--- src/rtl/adv_init_sequencer_pkg.sv ---
// adv_init_sequencer_pkg: shared FSM states, device address and ADV7513 register addresses
package adv_init_sequencer_pkg;

  typedef enum logic [2:0] {
    S_IDLE,
    S_WAIT_HPD,
    S_ISSUE,
    S_WAIT_ACK,
    S_DONE,
    S_FAIL
  } state_t;

  localparam logic [6:0] ADV_CHIP_ADDR = 7'h39;

  localparam logic [7:0] REG_POWER     = 8'h41;
  localparam logic [7:0] REG_FIX_98    = 8'h98;
  localparam logic [7:0] REG_FIX_9A    = 8'h9A;
  localparam logic [7:0] REG_FIX_9C    = 8'h9C;
  localparam logic [7:0] REG_FIX_9D    = 8'h9D;
  localparam logic [7:0] REG_FIX_A2    = 8'hA2;
  localparam logic [7:0] REG_FIX_A3    = 8'hA3;
  localparam logic [7:0] REG_FIX_E0    = 8'hE0;
  localparam logic [7:0] REG_FIX_F9    = 8'hF9;
  localparam logic [7:0] REG_VID_ID    = 8'h15;
  localparam logic [7:0] REG_VID_FMT   = 8'h16;
  localparam logic [7:0] REG_ASPECT    = 8'h17;
  localparam logic [7:0] REG_CSC       = 8'h18;
  localparam logic [7:0] REG_HDMI_MODE = 8'hAF;
  localparam logic [7:0] REG_GC_PKT    = 8'h40;
  localparam logic [7:0] REG_INT_MASK  = 8'h94;

endpackage

--- src/rtl/adv_init_sequencer_if.sv ---
// adv_init_sequencer_if: req/ack register-write handshake towards the I2C master
interface adv_init_sequencer_if;
  logic       i2c_req;
  logic [6:0] i2c_chip;
  logic [7:0] i2c_reg;
  logic [7:0] i2c_data;
  logic       i2c_ack;
  logic       i2c_err;

  modport master (output i2c_req, i2c_chip, i2c_reg, i2c_data, input i2c_ack, i2c_err);
  modport slave  (input i2c_req, i2c_chip, i2c_reg, i2c_data, output i2c_ack, i2c_err);
endinterface

--- src/rtl/adv_init_sequencer_table.sv ---
// adv_init_table: combinational index -> {register, data} ADV7513 init table
module adv_init_table
  import adv_init_sequencer_pkg::*;
#(
  parameter int NUM_REGS = 16
) (
  input  logic [7:0] index,
  output logic [7:0] reg_addr,
  output logic [7:0] reg_data
);

  logic [15:0] entry;

  // fixed table contents; indices past NUM_REGS read as zero below
  always_comb begin
    case (index)
      8'd0:    entry = {REG_POWER,     8'h10};
      8'd1:    entry = {REG_FIX_98,    8'h03};
      8'd2:    entry = {REG_FIX_9A,    8'hE0};
      8'd3:    entry = {REG_FIX_9C,    8'h30};
      8'd4:    entry = {REG_FIX_9D,    8'h61};
      8'd5:    entry = {REG_FIX_A2,    8'hA4};
      8'd6:    entry = {REG_FIX_A3,    8'hA4};
      8'd7:    entry = {REG_FIX_E0,    8'hD0};
      8'd8:    entry = {REG_FIX_F9,    8'h00};
      8'd9:    entry = {REG_VID_ID,    8'h00};
      8'd10:   entry = {REG_VID_FMT,   8'h30};
      8'd11:   entry = {REG_ASPECT,    8'h02};
      8'd12:   entry = {REG_CSC,       8'h46};
      8'd13:   entry = {REG_HDMI_MODE, 8'h06};
      8'd14:   entry = {REG_GC_PKT,    8'h80};
      8'd15:   entry = {REG_INT_MASK,  8'h80};
      default: entry = 16'h0000;
    endcase
  end

  assign {reg_addr, reg_data} = (int'(index) < NUM_REGS) ? entry : 16'h0000;

endmodule

--- src/rtl/adv_init_sequencer.sv ---
// adv_init_sequencer: writes the ADV7513 init table after power-up and on every debounced hot-plug
module adv_init_sequencer
  import adv_init_sequencer_pkg::*;
#(
  parameter int         NUM_REGS            = 16,
  parameter logic [6:0] CHIP_ADDR           = ADV_CHIP_ADDR,
  parameter int         HPD_DEBOUNCE_CYCLES = 1_080_000,
  parameter int         RETRY_MAX           = 3
) (
  input  logic                        clock,
  input  logic                        reset,
  input  logic                        ready,
  input  logic                        hpd,
  adv_init_sequencer_if.master        i2c,
  output logic                        configured,
  output logic                        init_fail
);

  localparam int IW = NUM_REGS > 1 ? $clog2(NUM_REGS) : 1;
  localparam int RW = RETRY_MAX > 0 ? $clog2(RETRY_MAX + 1) : 1;
  localparam int CW = HPD_DEBOUNCE_CYCLES > 1 ? $clog2(HPD_DEBOUNCE_CYCLES) : 1;
  localparam logic [IW-1:0] LAST    = IW'(NUM_REGS - 1);
  localparam logic [RW-1:0] RMAX    = RW'(RETRY_MAX);
  localparam logic [CW-1:0] DB_LAST = CW'(HPD_DEBOUNCE_CYCLES - 1);

  state_t        state, state_d;
  logic [IW-1:0] idx, idx_d;
  logic [RW-1:0] retry, retry_d;
  logic          req, req_d;
  logic          cfg_d, fail_d;
  logic          unplug, unplug_d;
  logic [1:0]    hpd_sync;
  logic          hpd_deb;
  logic [CW-1:0] db_cnt;
  logic [7:0]    tbl_reg, tbl_data;

  adv_init_table #(.NUM_REGS(NUM_REGS)) u_table (
    .index    (8'(idx)),
    .reg_addr (tbl_reg),
    .reg_data (tbl_data)
  );

  assign i2c.i2c_req  = req;
  assign i2c.i2c_chip = CHIP_ADDR;
  assign i2c.i2c_reg  = tbl_reg;
  assign i2c.i2c_data = tbl_data;

  // synchronise raw HPD and only follow it after it has been stable for the debounce window
  always_ff @(posedge clock or negedge reset) begin
    if (!reset) begin
      hpd_sync <= 2'b00;
      hpd_deb  <= 1'b0;
      db_cnt   <= '0;
    end else begin
      hpd_sync <= {hpd_sync[0], hpd};
      if (hpd_sync[1] == hpd_deb) db_cnt <= '0;
      else if (db_cnt == DB_LAST) begin
        hpd_deb <= hpd_sync[1];
        db_cnt  <= '0;
      end else db_cnt <= db_cnt + 1'b1;
    end
  end

  // sequencer state and registered outputs
  always_ff @(posedge clock or negedge reset) begin
    if (!reset) begin
      state      <= S_IDLE;
      idx        <= '0;
      retry      <= '0;
      req        <= 1'b0;
      configured <= 1'b0;
      init_fail  <= 1'b0;
      unplug     <= 1'b0;
    end else begin
      state      <= state_d;
      idx        <= idx_d;
      retry      <= retry_d;
      req        <= req_d;
      configured <= cfg_d;
      init_fail  <= fail_d;
      unplug     <= unplug_d;
    end
  end

  // next state; a transaction in flight always completes, an unplug seen meanwhile is remembered
  always_comb begin
    state_d  = state;
    idx_d    = idx;
    retry_d  = retry;
    req_d    = req;
    cfg_d    = configured;
    fail_d   = init_fail;
    unplug_d = unplug;
    if (!ready) begin
      state_d  = S_IDLE;
      req_d    = 1'b0;
      cfg_d    = 1'b0;
      fail_d   = 1'b0;
      unplug_d = 1'b0;
    end else begin
      case (state)
        S_IDLE: state_d = S_WAIT_HPD;
        S_WAIT_HPD: begin
          if (hpd_deb) begin
            state_d = S_ISSUE;
            idx_d   = '0;
            retry_d = '0;
          end
        end
        S_ISSUE: begin
          if (!hpd_deb) state_d = S_WAIT_HPD;
          else begin
            req_d   = 1'b1;
            state_d = S_WAIT_ACK;
          end
        end
        S_WAIT_ACK: begin
          unplug_d = unplug | ~hpd_deb;
          if (i2c.i2c_ack) begin
            req_d    = 1'b0;
            unplug_d = 1'b0;
            if (unplug || !hpd_deb) state_d = S_WAIT_HPD;
            else if (!i2c.i2c_err) begin
              if (idx == LAST) begin
                state_d = S_DONE;
                cfg_d   = 1'b1;
              end else begin
                idx_d   = idx + 1'b1;
                retry_d = '0;
                state_d = S_ISSUE;
              end
            end else if (retry == RMAX) begin
              state_d = S_FAIL;
              fail_d  = 1'b1;
            end else begin
              retry_d = retry + 1'b1;
              state_d = S_ISSUE;
            end
          end
        end
        S_DONE, S_FAIL: begin
          if (!hpd_deb) begin
            state_d = S_WAIT_HPD;
            cfg_d   = 1'b0;
            fail_d  = 1'b0;
          end
        end
        default: state_d = S_IDLE;
      endcase
    end
  end

endmodule

--- src/flat_wrapper.sv ---
// flat-port wrapper written by rule: the top's interface ports become plain ports
module adv_init_sequencer_flat import adv_init_sequencer_pkg::*;
#(
  parameter int         NUM_REGS            = 16,
  parameter logic [6:0] CHIP_ADDR           = ADV_CHIP_ADDR,
  parameter int         HPD_DEBOUNCE_CYCLES = 1_080_000,
  parameter int         RETRY_MAX           = 3
)
  (clock, reset, ready, hpd, configured, init_fail, i2c_i2c_req, i2c_i2c_chip, i2c_i2c_reg, i2c_i2c_data, i2c_i2c_ack, i2c_i2c_err);
  adv_init_sequencer_if i2c_i ();
  input  logic clock;
  input  logic reset;
  input  logic ready;
  input  logic hpd;
  output logic configured;
  output logic init_fail;
  output wire logic [$bits(i2c_i.i2c_req)-1:0] i2c_i2c_req;
  output wire logic [$bits(i2c_i.i2c_chip)-1:0] i2c_i2c_chip;
  output wire logic [$bits(i2c_i.i2c_reg)-1:0] i2c_i2c_reg;
  output wire logic [$bits(i2c_i.i2c_data)-1:0] i2c_i2c_data;
  input wire logic [$bits(i2c_i.i2c_ack)-1:0] i2c_i2c_ack;
  input wire logic [$bits(i2c_i.i2c_err)-1:0] i2c_i2c_err;
  assign i2c_i2c_req = i2c_i.i2c_req;
  assign i2c_i2c_chip = i2c_i.i2c_chip;
  assign i2c_i2c_reg = i2c_i.i2c_reg;
  assign i2c_i2c_data = i2c_i.i2c_data;
  assign i2c_i.i2c_ack = i2c_i2c_ack;
  assign i2c_i.i2c_err = i2c_i2c_err;
  adv_init_sequencer #(.NUM_REGS(NUM_REGS), .CHIP_ADDR(CHIP_ADDR), .HPD_DEBOUNCE_CYCLES(HPD_DEBOUNCE_CYCLES), .RETRY_MAX(RETRY_MAX)) u_core (.clock(clock), .reset(reset), .ready(ready), .hpd(hpd), .i2c(i2c_i), .configured(configured), .init_fail(init_fail));
endmodule
--- config.mk ---
export PLATFORM = sky130hd
export DESIGN_NAME = adv_init_sequencer_flat
export DESIGN_NICKNAME = d
export VERILOG_FILES = /design/src/rtl/adv_init_sequencer_pkg.sv /design/src/rtl/adv_init_sequencer_if.sv /design/src/rtl/adv_init_sequencer_table.sv /design/src/rtl/adv_init_sequencer.sv /design/src/flat_wrapper.sv
export SDC_FILE = /design/constraint.sdc
export NUM_CORES = 1
export LEC_CHECK = 0
export BUFFER_PORTS_ARGS = -buffer_cell sky130_fd_sc_hd__buf_2
export CORE_MARGIN = 2
export CORE_UTILIZATION = 39
export DETAILED_ROUTE_END_ITERATION = 12
export PLACE_DENSITY = 0.6
export SLEW_MARGIN = 20
export SYNTH_ARGS = -nofsm -noshare
export SYNTH_HDL_FRONTEND = slang
export SYNTH_HIERARCHICAL = 1
export SYNTH_SLANG_ARGS = --single-unit
export TNS_END_PERCENT = 1
--- constraint.sdc ---
create_clock -name clock -period 3.7 [get_ports clock]
set_clock_uncertainty 0.15 [all_clocks]
set_input_delay 0.37 -clock clock [delete_from_list [all_inputs] [get_ports clock]]
set_output_delay 0.37 -clock clock [all_outputs]
set_load 0.005 [all_outputs]
# After elaboration in Yosys (flattened, before gate mapping)
# Memories as Yosys holds them, arrays and structs flattened.
# Index checks and enable logic that the tools add are counted.
classes:
  addsub: 3
  order_cmp: 1
  eq_ne: 28
  mux: 46
  bitwise: 3
  n_reduce_logical: 12
op_table:
  columns: ["operator", "n"]
  rows:
  - ["$mux W21", 2]
  - ["$mux W3", 8]
  - ["$add A21 B1 Y21 const B", 1]
  - ["$eq A21 B21 Y1 const B", 1]
  - ["$ne A3 B3 Y1 const B", 7]
  - ["$mux W4", 5]
  - ["$mux W1", 17]
  - ["$mux W16", 1]
  - ["$pmux W3 S5", 1]
  - ["$mux W2", 7]
  - ["$reduce_and A7 Y1", 2]
  - ["$ne A3 B2 Y1 const B", 4]
  - ["$reduce_and A6 Y1", 2]
  - ["$ne A2 B2 Y1 const B", 4]
  - ["$pmux W4 S2", 1]
  - ["$eq A3 B2 Y1 const B", 2]
  - ["$eq A3 B3 Y1 const B", 2]
  - ["$ne A3 B1 Y1 const B", 2]
  - ["$pmux W1 S2", 3]
  - ["$reduce_and A3 Y1", 2]
  - ["$lt A4 B5 Y1 const B", 1]
  - ["$add A4 B1 Y4 const B", 1]
  - ["$eq A4 B4 Y1 const B", 1]
  - ["$ne A2 B1 Y1 const B", 2]
  - ["other kinds (13)", 14]
word_totals:
  reg_bits: 37
  mem_bits_ro: 240
  input_bits: 6
  out_inout_bits: 26
  wordCells: 104
  mem_count: 1
mem_list:
  columns: ["name", "words", "word_bits", "read_ports", "rd_ports_with_merged_regs", "write_ports", "line_no", "rtl"]
  rows:
  - ["(no name shown)", 16, 15, 1, 0, 0, "adv_init_sequencer_table.sv:16", "case (index)"]

# Logic depth before layout (Yosys ltp)
depth:
  word_depth: 7
  mapped_depth: 6
  depth_no_buf: 5

# Modules after synthesis
# The synthesis kept the hierarchy.
modules_own_cells:
  columns: ["module", "n_inst", "cells_per_inst", "area_per_inst_um2", "seq_area_each_um2"]
  rows:
  - ["adv_init_sequencer", 1, 214, 2004.4, 925.9]
  - ["adv_init_table", 1, 67, 480.5, 0.0]

# Worst setup path before layout
# No wires, ideal clock.
synth_timing:
  path_kind: "register -> register"
  startpoint: "register u_core.db_cnt[0]"
  endpoint: "register u_core.db_cnt[20]"
  setup_ns: 0.078
  arrival_time_ns: 1.898
  required_ns: 3.472
  slack_ns: 1.574
  stages_incl_launch_ff: 6
  cell_sequence: "dfrtp_1 ha_1 nand4_1 or4_2 or3_1 a21oi_1"
synth_via:
  elab_chain_cells: 3
synth_rtl:
  columns: ["item", "line_no", "rtl"]
  rows:
  - ["start: declaration", "adv_init_sequencer.sv:34", "logic [CW-1:0] db_cnt;"]
  - ["start signal: assignment", "adv_init_sequencer.sv:60", "end else db_cnt <= db_cnt + 1'b1;"]
  - ["$add A21 B1 Y21 or $eq A21 B21 Y1 (tied branches)", "adv_init_sequencer.sv:60, adv_init_sequencer.sv:57", null]
  - ["$mux W21 (*)", "adv_init_sequencer.sv:57", "else if (db_cnt == DB_LAST) begin"]
  - ["$mux W21 (*)", "adv_init_sequencer.sv:56", "if (hpd_sync[1] == hpd_deb) db_cnt <= '0;"]
# Every way passes the cells marked *; elsewhere a longest branch is shown, timed or not.
# A chain may end at the register's enable or synchronous reset.

# Worst setup path after layout
layout_timing:
  startpoint: "register u_core.idx[3]"
  endpoint: "output i2c_i2c_reg[0]"
layout_via:
  elab_chain_cells: 2
layout_rtl:
  columns: ["item", "line_no", "rtl"]
  rows:
  - ["start: declaration", "adv_init_sequencer.sv:27", "logic [IW-1:0] idx, idx_d;"]
  - ["start signal: assignment", "adv_init_sequencer.sv:76", "idx <= idx_d;"]
  - ["$mem_v2 Z16 W15 or $lt A4 B5 Y1 (tied branches)", null, null]
  - ["$mux W16 (*)", "adv_init_sequencer_table.sv:37", "assign {reg_addr, reg_data} = (int'(index) < NUM_REGS) ? entry : 16'h0000;"]
  - ["end: declaration", "flat_wrapper.sv:19", "output wire logic [$bits(i2c_i.i2c_reg)-1:0] i2c_i2c_reg;"]
# Marks and branches as above.

==> flow_summary_export.csv <==
group,metric,value,unit
run_status,status,"complete, no violations",
power,p_leak,1.18,nW
placement,portBuffers,23,
sta,period_share,73.5,%
global_route,antenna_found_initial,0,
clock_tree,cts_buffers,5,
setup_path,cp.arrival,2200,ps
global_route,grt_max_degree,38,
clock_tree,path_clk_slew,70,ps
sta,period_minus_slack,2720,ps
setup_path,cp.required,3180,ps
final_layout,n_fill_cell,626,
route,ant_nets,0,
sta,final-setup-viol-count,0,
die,pin_count,32,
yosys,yosysSeqAreaShare,37.3,%
clock_tree,post_cts_resized,0,
power,p_total,0.739,mW
die,dieArea,0.00703,sq mm
yosys,synth_ff_type,"dfrtp_1",
clock_tree,cts_root_buf,"clkbuf_8",
die,coreArea,0.00624,sq mm
die,die_x,83.8,microns
placement,dp_hpwl,3.28,mm
clock_tree,clockBufferDepth,2,
sta,worst_slew_pin_slew,840,ps
final_layout,final_nets,316,
sta,slew_viol_final,0,
yosys,netlist_top_cells_area,"dfrtp_1 37%, ha_1 5.0%, nor2_1 4.2%",
route,drtPass1Iterations,4,
route,drtIter0Drc,67,
route,routed_wl,4.81,mm
setup_path,crit_type,"reg2out",
global_route,track_usage,14.2,%
power,power_density,275,mW/mm^2
yosys,synth_edf_count,0,
clock_tree,cts_hold_buffers,0,
sta,tns,0,ps
flow_run,cap_violations,0,
yosys,synth-async-reset-ratio,100,%
clock_tree,htreeDepth,2,
route,viasPerCell,5.28,
yosys,synth_top_area_cell,"dfrtp_1",
power,ir_drop,194,uV
die,initial_core_util,39.8,%
yosys,yosysWarnings,6,
hold_path,hold_class,"in2async",
clock_tree,clk_latency,280,ps
final_layout,n_antenna_cell,0,
yosys,synth_top_area_share,37.3,%
die,die_y,83.8,microns
placement,gp_congestion,0.800,
setup_path,critPathMaxFanout,27,
sta,finalHoldViolations,0,
route,wl_per_cell,12.7,microns
yosys,syn_avg_cell_area,8.84,sq um
route,vias,1997,
setup_path,startpoint_type,"register",
yosys,synth_common_cells,"37 x dfrtp_1, 28 x nor2_1, 23 x nand2_1, 19 x o21ai_0, 15 x a21oi_1",
final_layout,drive_above_1_share,15.0,%
yosys,synth_most_common_cell,"dfrtp_1",
route,drc,0,
yosys,netlist_instances,281,
sta,rsz0062_at_grt,"no",
yosys,ys_ff_latch,37,
clock_tree,cts_tree,"built",
yosys,synthesis.area,0.00248,sq mm
clock_tree,cts_post_setup_buffers_inserted,0,
die,fp-row-count,29,
setup_path,end_kind,"primary output",
sta,maxSlewHeadroom,44.0,%
global_route,first_global_vias,1814,
global_route,grt_pass1_wl,8.45,mm
global_route,grt_remaining_overflow,0,
sta,fmax,368,MHz
yosys,synthDistinctLibCells,54,
clock_tree,clock_sinks,37,
final_layout,syn_to_final_growth,8.31,%
[worst paths after layout]
check,start,endpoint,slack (ps),cells after the start
worst min-delay path,reset,u_core/db_cnt[13],40,1
worst max register to register,u_core/db_cnt[0],u_core/db_cnt[20],1450,5
max in group asynchronous,reset,u_core/db_cnt[9],2830,1
min in group clock,hpd,u_core/hpd_sync[0],40,1
worst max-delay path,u_core/idx[3],i2c_i2c_reg[0],980,4
worst min register to register,u_core/hpd_sync[0],u_core/hpd_sync[1],200,0
[where the power goes]
| part | internal [mW] | switching, mW |
|---|---|---|
| logic | 0.0153 | 0.0313 |
| clock network | 0.134 | 0.133 |
| registers | 0.412 | 0.0132 |
[placed cells by master (no fill, tap or decap), drive strengths merged, types with 4 or more instances in the layout]
cell type / Yosys / routed
a211oi: 9 / 9
a21oi: 15 / 15
a311oi: 4 / 4
and3: 6 / 6
buf: 16 / 24
clkbuf: 5 / 8
conb: 3 / 12
dfrtp: 37 / 37
ha: 10 / 10
inv: 12 / 12
nand2: 23 / 23
nand2b: 6 / 6
nand3: 11 / 11
nand4: 7 / 7
nor2: 28 / 28
nor3: 5 / 5
o21ai: 19 / 19
or3: 6 / 6
or4: 6 / 6
xnor2: 8 / 8
xor2: 7 / 7
[cell families (layout without fill, tap and decap cells)]
| kind of cell | after synthesis | in the layout | share of synthesized area, % |
|---|---|---|---|
| simple gates | 116 | 116 | 25.7 |
| compound gates | 60 | 60 | 15.5 |
| flops | 37 | 37 | 37.3 |
| buf+inv | 33 | 44 | 6.90 |
| xor+xnor | 15 | 15 | 5.29 |
| fa+ha+maj | 10 | 10 | 5.04 |
| mux | 7 | 7 | 3.93 |
| other cells | 3 | 12 | 0.453 |
[layer usage]
layer	routed length [microns]	GRT usage [%]	up-vias
met1	2450	20.7	942
met5	0	0	-
met3	176	3.07	0
met4	0	2.64	0
li1	-	-	1019
met2	2190	21.9	36
[flip-flops by register name, summed over array words and instances (netlist names)]
| signal | cells |
|---|---|
| u_core/configured | 1 |
| u_core/unplug | 1 |
| u_core/idx | 4 |
| u_core/i2c.i2c_req | 1 |
| u_core/hpd_deb | 1 |
| u_core/db_cnt | 21 |
| u_core/state | 3 |
| u_core/init_fail | 1 |
| u_core/retry | 2 |
| u_core/hpd_sync | 2 |
[critical path, cell delays in order, from the launching register on]
cell	delay [ps]
dfrtp_1	830
inv_1	280
mux4_2	490
and2b_2	200
buf_2	120
[per-stage QoR]
step / hold slack, ps / std cells / util, % / setup slack (ps) / instance area [sq um]
2_1_floorplan: -75.6 / 290 / - / 1570 / 2520
3_3_place_gp: 183 / 370 / 41.8 / 1370 / 2610
3_5_place_dp: 187 / 370 / 41.8 / 1330 / 2610
4_1_cts: 35.2 / 378 / 43.1 / 998 / 2690
5_1_grt: 22.2 / 378 / 43.1 / 880 / 2690
6_report: 39.7 / 378 / 43.1 / 980 / 2690
[final cells by class]
type	count	area [sq um]	share of cell area (%)
Timing Repair Buffer	24	123	4.56
Tap cell	77	96.3	3.58
Multi-Input combinational cell	220	1420	52.8
Clock buffer	8	80.1	2.98
Inverter	12	45.0	1.67
Sequential cell	37	926	34.4
Note: power is estimated with default switching activity, not from simulation.
